`src/rtl/seg_line_scheduler_pkg.sv`:
```
// seg_line_scheduler_pkg: shared sprite/snake constants and scheduler FSM encoding
package seg_line_scheduler_pkg;
  localparam int SNK_BLK_SIZE = 32;
  localparam int SNK_MAX_SEGMENTS = 23;
  localparam int SNK_COORD_W = 11;
  typedef enum logic [1:0] {ST_IDLE, ST_SCAN, ST_READY} state_t;
endpackage

```
`src/rtl/seg_slot_match.sv`:
```
// seg_slot_match: x-range compare of every slot against the pixel, lowest matching slot wins
module seg_slot_match
  import seg_line_scheduler_pkg::*;
#(
  parameter int SLOTS = 8,
  parameter int BLK_SIZE = SNK_BLK_SIZE,
  localparam int SW = (SLOTS > 1) ? $clog2(SLOTS) : 1
) (
  input  logic [SLOTS-1:0]       i_valid,
  input  logic [SNK_COORD_W-1:0] i_x [SLOTS],
  input  logic [SNK_COORD_W-1:0] i_curr_x,
  output logic                   o_match,
  output logic [SW-1:0]          o_sel
);
  localparam logic [SNK_COORD_W:0] W_BLK = (SNK_COORD_W+1)'(BLK_SIZE);
  logic [SLOTS-1:0] w_hit;
  logic [SNK_COORD_W:0] w_px;
  assign w_px = {1'b0, i_curr_x};
  // compare at one extra bit so a sprite near the right edge never wraps
  for (genvar g = 0; g < SLOTS; g++) begin : g_cmp
    logic [SNK_COORD_W:0] w_lo;
    assign w_lo = {1'b0, i_x[g]};
    assign w_hit[g] = i_valid[g] && (w_px >= w_lo) && (w_px < w_lo + W_BLK);
  end
  always_comb begin
    o_match = 1'b0;
    o_sel = '0;
    for (int s = SLOTS - 1; s >= 0; s--) begin
      if (w_hit[s]) begin
        o_match = 1'b1;
        o_sel = SW'(s);
      end
    end
  end
endmodule

```
`src/rtl/seg_line_scheduler.sv`:
```
// seg_line_scheduler: builds a per-line table of intersecting snake segments and looks up pixels in it
module seg_line_scheduler
  import seg_line_scheduler_pkg::*;
#(
  parameter int BLK_SIZE = SNK_BLK_SIZE,
  parameter int MAX_SEGMENTS = SNK_MAX_SEGMENTS,
  parameter int SLOTS = 8
) (
  input  logic                                  clk,
  input  logic                                  rst,
  input  logic                                  line_start,
  input  logic [SNK_COORD_W-1:0]                next_y,
  input  logic [MAX_SEGMENTS*SNK_COORD_W-1:0]   snakepos_x,
  input  logic [MAX_SEGMENTS*SNK_COORD_W-1:0]   snakepos_y,
  input  logic [5:0]                            length,
  input  logic                                  pix_valid,
  input  logic [SNK_COORD_W-1:0]                curr_x,
  output logic                                  hit,
  output logic [4:0]                            seg_idx,
  output logic                                  is_head,
  output logic [9:0]                            rom_addr,
  output logic                                  busy,
  output logic                                  overflow
);
  localparam int CW = SNK_COORD_W;
  localparam int SW = (SLOTS > 1) ? $clog2(SLOTS) : 1;
  localparam int FW = $clog2(SLOTS + 1);
  localparam int BW = $clog2(BLK_SIZE);
  localparam logic [CW:0] W_BLK = (CW+1)'(BLK_SIZE);

  state_t r_state, w_next;
  logic [CW-1:0] r_y;
  logic [4:0] r_cnt, r_n, w_n;
  logic [FW-1:0] r_fill;
  logic [SLOTS-1:0] r_sv;
  logic [CW-1:0] r_sx [SLOTS];
  logic [4:0] r_sidx [SLOTS];
  logic [BW-1:0] r_srow [SLOTS];
  logic [CW-1:0] w_xa [MAX_SEGMENTS];
  logic [CW-1:0] w_ya [MAX_SEGMENTS];
  logic [CW-1:0] w_xi, w_yi;
  logic [BW-1:0] w_row, w_col;
  logic [SW-1:0] w_wr, w_sel;
  logic w_done, w_isect, w_full, w_store, w_match, w_look;

  for (genvar g = 0; g < MAX_SEGMENTS; g++) begin : g_unpack
    assign w_xa[g] = snakepos_x[g*CW +: CW];
    assign w_ya[g] = snakepos_y[g*CW +: CW];
  end

  assign w_n = (length > 6'(MAX_SEGMENTS)) ? 5'(MAX_SEGMENTS) : length[4:0];
  assign w_xi = w_xa[r_cnt];
  assign w_yi = w_ya[r_cnt];
  assign w_done = (r_n == 5'd0) || (r_cnt == r_n - 5'd1);
  // y window compared at 12 bits so a segment near the bottom never wraps to the top
  assign w_isect = (r_cnt < r_n) && ({1'b0, w_yi} <= {1'b0, r_y}) && ({1'b0, r_y} < {1'b0, w_yi} + W_BLK);
  assign w_row = BW'(r_y - w_yi);
  assign w_full = (r_fill == FW'(SLOTS));
  assign w_wr = r_fill[SW-1:0];
  assign w_store = (r_state == ST_SCAN) && !line_start && w_isect && !w_full;
  assign busy = (r_state == ST_SCAN);

  always_comb begin
    w_next = line_start ? ST_SCAN : (r_state == ST_SCAN && w_done) ? ST_READY : r_state;
  end

  always_ff @(posedge clk or negedge rst) begin
    if (!rst) r_state <= ST_IDLE;
    else r_state <= w_next;
  end

  seg_slot_match #(.SLOTS(SLOTS), .BLK_SIZE(BLK_SIZE)) u_match (
    .i_valid  (r_sv),
    .i_x      (r_sx),
    .i_curr_x (curr_x),
    .o_match  (w_match),
    .o_sel    (w_sel)
  );

  assign w_look = (r_state == ST_READY) && pix_valid && w_match;
  assign w_col = BW'(curr_x - r_sx[w_sel]);

  always_ff @(posedge clk or negedge rst) begin
    if (!rst) begin
      r_y <= '0;
      r_n <= '0;
      r_cnt <= '0;
      r_fill <= '0;
      r_sv <= '0;
      overflow <= 1'b0;
      hit <= 1'b0;
      seg_idx <= '0;
      is_head <= 1'b0;
      rom_addr <= '0;
    end else begin
      if (line_start) begin
        r_y <= next_y;
        r_n <= w_n;
        r_cnt <= '0;
        r_fill <= '0;
        r_sv <= '0;
        overflow <= 1'b0;
      end else if (r_state == ST_SCAN) begin
        if (!w_done) r_cnt <= r_cnt + 5'd1;
        if (w_isect && w_full) overflow <= 1'b1;
        if (w_store) begin
          r_sv[w_wr] <= 1'b1;
          r_fill <= r_fill + FW'(1);
        end
      end
      hit <= w_look;
      seg_idx <= w_look ? r_sidx[w_sel] : 5'd0;
      is_head <= w_look && (r_sidx[w_sel] == 5'd0);
      rom_addr <= w_look ? 10'({r_srow[w_sel], w_col}) : 10'd0;
    end
  end

  // slot payload is qualified by r_sv, so it needs no reset
  always_ff @(posedge clk) begin
    if (w_store) begin
      r_sidx[w_wr] <= r_cnt;
      r_sx[w_wr] <= w_xi;
      r_srow[w_wr] <= w_row;
    end
  end
endmodule

```
`config.mk`:
```
export PLATFORM = sky130hd
export DESIGN_NAME = seg_line_scheduler
export DESIGN_NICKNAME = d
export VERILOG_FILES = /design/src/rtl/seg_line_scheduler_pkg.sv /design/src/rtl/seg_slot_match.sv /design/src/rtl/seg_line_scheduler.sv
export SDC_FILE = /design/constraint.sdc
export NUM_CORES = 1
export LEC_CHECK = 0
export ABC_CLOCK_PERIOD_IN_PS = 6090
export CAP_MARGIN = 40
export CORE_ASPECT_RATIO = 0.6
export CORE_UTILIZATION = 43
export CTS_BUF_LIST = sky130_fd_sc_hd__clkbuf_16
export DETAILED_ROUTE_END_ITERATION = 10
export PLACE_DENSITY = 0.86
export SYNTH_ARGS = -nofsm -noshare
export SYNTH_HDL_FRONTEND = slang
export SYNTH_SLANG_ARGS = --single-unit
```
`constraint.sdc`:
```
create_clock -name clk -period 6.09 [get_ports clk]
set_input_delay 1.218 -clock clk [delete_from_list [all_inputs] [get_ports clk]]
set_output_delay 1.218 -clock clk [all_outputs]
set_load 0.02 [all_outputs]
```
-- Word level (Yosys, flattened, before mapping)
Memories as Yosys holds them, arrays and structs flattened.
Cells that the tools add are included.
- input port bits: 538
- memory bits (writable): 80
- memories kept: 2
- register bits after elaboration: 141
- output and inout port bits: 19
- logic and storage cells: 159
- $lt $le $gt $ge: 26
- muxes and demuxes: 49
- equality and inequality tests: 5
- reduce and logical (&&, ||, !) cells: 40
- bitwise logic cells: 4
- add/subtract/negate cells: 14
- memory list (name ; depth ; width ; read ports ; clocked after Yosys merged registers in ; wr ports ; line ; source):
    r_sidx ; 8 ; 5 ; 1 ; 0 ; 1 ; seg_line_scheduler.sv:37 ; logic [4:0] r_sidx [SLOTS];
    r_srow ; 8 ; 5 ; 1 ; 0 ; 1 ; seg_line_scheduler.sv:38 ; logic [BW-1:0] r_srow [SLOTS];
- operator list (kind ; number):
    11-bit binary-select mux with 5-bit select ; 2
    11-bit by 6-bit adder with 12-bit output, second input constant ; 9
    11-bit by 12-bit less-than comparator with 1-bit output ; 9
    88-bit bitwise mux ; 1
    11-bit >= comparator ; 8
    11-bit 2-to-1 mux ; 5
    5-bit 2-to-1 mux ; 7
    11-bit binary-select mux with 3-bit select ; 1
    11-bit demux with 3-bit select ; 1
    1-bit logical AND ; 28
    3-bit 2-to-1 mux ; 8
    8-bit 2-to-1 mux ; 3
    1-bit 2-to-1 mux ; 14
    4-bit 2-to-1 mux ; 3
    11-bit <= comparator ; 1
    5-bit logical NOT ; 2
    10-bit 2-to-1 mux ; 1
    5-bit subtractor ; 2
    4-bit >= comparator, second input constant ; 2
    3-bit NOT with 4-bit output ; 2
    8-bit OR ; 1
    2-bit nonzero test ; 4
    6-bit >= comparator, second input constant ; 1
    6-bit by 5-bit greater-than comparator with 1-bit output, second input constant ; 1
    other kinds (18) ; 22

-- Logic depth before layout (Yosys ltp)
- word-level depth: 17
- gate-level depth with buffers: 26
- gate-level depth less buffers: 23

-- By module
A second synthesis with hierarchy kept.
- cells, all modules: 1528
- area total of the unflattened synthesis: 17440.5 µm²
- modules (own cells, without submodules) (module ; seq. area each (µm²) ; cells each ; area each (µm²) ; times used):
    seg_line_scheduler ; 6371.1 ; 979 ; 13335.3 ; 1
    seg_slot_match ; 0.0 ; 549 ; 4105.2 ; 1

-- Least setup slack after synthesis
OpenSTA, ideal clock, no wires.
- path kind: register to register
- start point: register r_cnt[0]
- end point: memory r_sidx[6][0] (enable)
- data required time: 5710 ps
- arrival: 5299 ps
- stages on the path, launching flop included: 21
- setup time: 380 ps
- clock period less this slack: 5679 ps
- buffers on the path: 6
- setup slack: 411 ps
- path through: dfrtp_1 buf_6 buf_8 buf_12 buf_4 buf_2 buf_4 mux4_2 mux4_2 a21oi_1 inv_1 ha_1 nor2b_1 o21a_1 o21a_1 o211ai_1 a21oi_1 a211o_1 a31oi_1 nor3b_4 and4_1
- word-level cells in the longest chain between the ends: 11
- elaborated cells on any way between the ends: 14
- those cells by class: 1 x add/sub; 3 x order compare; 5 x mux; 1 x bitwise; 4 x reduce/logical
- ends and longest elaborated chain (item ; line ; source):
    from (decl) ; seg_line_scheduler.sv:33 ; logic [4:0] r_cnt, r_n, w_n;
    from (signal assigned) ; seg_line_scheduler.sv:104 ; if (!w_done) r_cnt <= r_cnt + 5'd1;
    5-bit NOT with 6-bit output (not written as such) ; seg_line_scheduler.sv:53 ; assign w_yi = w_ya[r_cnt];
    11-bit binary-select mux with 5-bit select ; seg_line_scheduler.sv:53 ;
    11-bit 2-to-1 mux (not written as such) (2 in a row) ; seg_line_scheduler.sv:53 ;
    11-bit by 6-bit adder with 12-bit output / 11-bit <= comparator (equally long branches) ; seg_line_scheduler.sv:56 ; assign w_isect = (r_cnt < r_n) && ({1'b0, w_yi} <= {1'b0, r_y}) && ({1'b0, r_y} < {1'b0, w_yi} + W_BLK);
    11-bit by 12-bit less-than comparator with 1-bit output / 1-bit logical AND (equally long branches) ; seg_line_scheduler.sv:56 ;
    1-bit logical AND * ; seg_line_scheduler.sv:56 ;
    1-bit logical AND * (2 in a row) ; seg_line_scheduler.sv:60 ; assign w_store = (r_state == ST_SCAN) && !line_start && w_isect && !w_full;
    1-bit 2-to-1 mux * ; seg_line_scheduler.sv:120 ; if (w_store) begin
    1-bit 2-to-1 mux (not written as such) * ; seg_line_scheduler.sv:121 ; r_sidx[w_wr] <= r_cnt;
    to (decl) ; seg_line_scheduler.sv:37 ;
Mark *: on every way between the ends. The rest lies on a longest branch, timed or not. The select of a mux whose other input is x is not followed.

-- Worst setup path after layout
- start point: input snakepos_y[89]
- end point: register r_sx[18] in the netlist's numbering (enable)
- word-level cells in the longest chain between the ends: 8
- elaborated cells on any way between the ends: 10
- those cells by class: 1 x add/sub; 2 x order compare; 3 x mux; 4 x reduce/logical
- ends and longest elaborated chain (item ; line ; source):
    from (decl) ; seg_line_scheduler.sv:14 ; input logic [MAX_SEGMENTS*SNK_COORD_W-1:0] snakepos_y,
    11-bit binary-select mux with 5-bit select * ; seg_line_scheduler.sv:53 ;
    11-bit 2-to-1 mux (not written as such) * (2 in a row) ; seg_line_scheduler.sv:53 ;
    11-bit by 6-bit adder with 12-bit output / 11-bit <= comparator (equally long branches) ; seg_line_scheduler.sv:56 ;
    11-bit by 12-bit less-than comparator with 1-bit output / 1-bit logical AND (equally long branches) ; seg_line_scheduler.sv:56 ;
    1-bit logical AND * ; seg_line_scheduler.sv:56 ;
    1-bit logical AND * (2 in a row) ; seg_line_scheduler.sv:60 ;
    to (signal, indexed assignment) ; seg_line_scheduler.sv:122 ; r_sx[w_wr] <= w_xi;
    to (decl) ; seg_line_scheduler.sv:36 ; logic [CW-1:0] r_sx [SLOTS];
Marks and branches as above.
A chain may end at the register's enable or synchronous reset.

==> results_dict.tcl <==
set metrics [dict create \
    cts.path.max_buffers 3 \
    antenna_found_initial 17 \
    end_kind "register" \
    drt_wl_total_um 78000 \
    rsz0062_at_grt "no" \
    die-area_um2 41500 \
    nFillCells 3020 \
    hold_violations 0 \
    die_w_um 262 \
    drv_slew 0 \
    die_y_um 158 \
    finalNetCount 2841 \
    cp_num_buf_inv 4 \
    synth_compound_area_share_pct 13.0 \
    peakVddDrop_mv 0.195 \
    final_area_um2 25000 \
    hp-class "register to register" \
    setup.worst_path.class "input pin to register" \
    cp_slowest_stage_delay_ns 0.57 \
    post_cts_resized 0 \
    htree_levels 1 \
    vias_per_cell 6.13 \
    postRouteAntennaNets 0 \
    fmaxAchievable_ghz 0.182 \
    grt_usage_pct 36.8 \
    yosysSeqAreaShare_pct 36.4 \
    grt_pass1_vias 15816 \
    startpoint_type "input pin" \
    swShare_pct 38.4 \
    synth_area_um2 17500 \
    p_sw_w 0.00274 \
    core_um2 39600 \
    synthAdderAreaFrac_pct 13.1 \
    yosys_warnings 0 \
    tightest_slew_ns 1.02 \
    finalClockSkew_ns 0.0305 \
    critPathSlowestCell "clkdlybuf4s50_1" \
    crit_required_ns 6.32 \
    ys_types 84 \
    reg2reg_from "r_cnt[0]$_DFFE_PN0P_" \
    insertion_delay_ns 0.54 \
    setup_violations 0 \
    cts_setup_buffers 0 \
    final.period_utilization_pct 90.5 \
    drive_gt1_share_pct 14.2 \
    p_int_w 0.00441 \
    clkTransAtPathRegs_ns 0.06 \
    postSynthCellCount 1509 \
    worst_ep_arrival_time_ns 5.73 \
    ios 557 \
    overflow 0 \
    root_buffer "clkbuf_16" \
    muxShareOfSynthArea_pct 20.6 \
    p_clk_share_pct 19.0 \
    synthArstFlopShare_pct 24.0 \
    fin_crit_ns 5.51 \
    path_max_fanout 22 \
    route.detailed.drc 0 \
    vias 16349 \
    power-per-cell-area_nw_per_um2 287 \
    ys.flop_type "edfxtp_1" \
    fin_tns_setup_ns 0 \
    num_rows 56 \
    yosys.area_share.simple_pct 8.86 \
    synth_nets 2229 \
    grt_max_degree 54 \
    drtIter0Drc 1848 \
    relSlewSlack_pct 31.5 \
    grt_pass1_wl_um 109000 \
    synth_top_family_by_area "multiplexers" \
    synth-edff-count 168 \
    path_cells "clkdlybuf4s50_1 -> mux4_2 -> mux4_2 -> a21oi_1 -> buf_4 -> inv_1 -> ha_1 -> nor2b_1 -> o21a_1 -> o21a_1 -> o211ai_1 -> a21oi_1 -> a211o_1 -> a31oi_1 -> nor3b_4 -> and4_1 -> buf_12" \
    gp_congestion 1.04 \
    comb_power_share_pct 50.7 \
    syn_to_final_growth_pct 42.7 \
    cts_tree "yes" \
    synth_xor_area_share_pct 2.70 \
    cap_viol_max_count 0 \
    leakage_nw 9.87 \
    power_frac_seq_pct 30.2 \
    drt-pass1-iter-count 6 \
    port_buffers 556 \
    placed_area_um2 24200 \
    path_delay_family "compound AO/OA/AOI/OAI gates" \
    avgRoutedWirePerCell_um 29.2 \
    initial_core_util_pct 44.2 \
    cts_buffers 22 \
    clkSinkCount 221 \
    min_from "r_sv[6]$_DFFE_PN0P_" \
    avgSynthCellArea_um2 11.6 \
    synth-seq-cells 221 \
    dp_hpwl_um 65000 \
    crit_path_start "snakepos_y[89]" \
    status "finished, final reports clean" \
    ctsHoldBuffers 0 \
]
==> cell families (layout without fill, tap and decap cells) <==
group           Yosys count  count (layout)
buf+inv                 207             835
simple gates            319             319
mux                     193             193
xor+xnor                 54              54
other cells               0               9
flops                   221             221
compound gates          333             333
fa+ha+maj               182             182
==> cell type report <==
type,instances,area (um2),share of cell area [%]
Antenna cell,9,22.5,0.0902
Inverter,140,526,2.11
Clock inverter,18,145,0.581
Tap cell,522,653,2.62
Timing Repair Buffer,655,6480,26.0
Multi-Input combinational cell,1081,10200,40.9
Sequential cell,221,6380,25.6
Clock buffer,22,551,2.21
==> per-stage QoR <==
| stage | cells | setup WS [ns] | hold WS, ns | total power (W) | util (%) |
|---|---|---|---|---|---|
| after floorplan | 1509 | 0.411 | 0.460 | 0.00417 | - |
| after CTS | 2659 | 0.680 | 0.505 | 0.00708 | 63.0 |
| after global placement | 2611 | 0.168 | 0.483 | 0.00560 | 61.1 |
| final | 2668 | 0.582 | 0.506 | 0.00715 | 63.1 |
| after global routing | 2661 | 0.394 | 0.533 | 0.00741 | 63.0 |
| after detailed placement | 2619 | 0.130 | 0.491 | 0.00572 | 61.2 |
==> power by group through the flow <==
stage                     combinational, W  sequential, W  clock, W
after CTS                          0.00355        0.00216   0.00137
after global routing               0.00382        0.00217   0.00142
final                              0.00363        0.00216   0.00136
after floorplan                    0.00213        0.00205         0
after detailed placement           0.00353        0.00219         0
after global placement             0.00342        0.00219         0
==> registers in the layout, summed over array words and instances (netlist names) <==
register  cells
r_y          11
r_fill        4
rom_addr     10
overflow      1
r_cnt         5
r_sv          8
r_n           5
r_sx         88
hit           1
is_head       1
r_srow       40
seg_idx       5
r_state       2
r_sidx       40
==> worst paths after layout <==
kind,to,slack (ns),cells past startpoint
worst max-delay path,r_sx[18]$_DFFE_PP_,0.58,17
worst max register to register,r_sx[18]$_DFFE_PP_,0.64,15
worst min-delay path,r_sv[6]$_DFFE_PN0P_,0.51,1
min in group asynchronous,r_sv[0]$_DFFE_PN0P_,0.84,2
max in group asynchronous,r_cnt[0]$_DFFE_PN0P_,4.54,2
worst min register to register,r_sv[6]$_DFFE_PN0P_,0.51,1
==> layout by cell type, fill, tap and decap left out, types with 45 or more instances in the layout <==
cell and instances:
edfxtp_1 168, dfrtp_1 49, a21oi_1 75, nand2_1 90, buf_4 83, clkdlybuf4s50_1 555
ha_1 180, xnor2_1 49, mux4_2 133, nand3_1 45, nor2_1 82, mux2i_1 51
o21ai_0 66, inv_1 142
==> metal layers <==
metal | GRT usage [%] | routed length [um]
met2 | 53.7 | 33200
met5 | 0 | 91
met4 | 11.4 | 2460
met1 | 50.0 | 31200
met3 | 14.5 | 11000
==> cell usage after synthesis, drive strengths merged, types with 45 or more instances <==
master,instances,area share (%)
ha,180,13
edfxtp,168,29
inv,140,3.0
mux4,133,17
nand2,90,1.9
nor2,84,1.9
a21oi,76,2.2
o21ai,75,2.3
dfrtp,53,7.6
mux2i,51,2.9
xnor2,49,2.5
nand3,45,1.3
(Power assumes the default switching activity.)
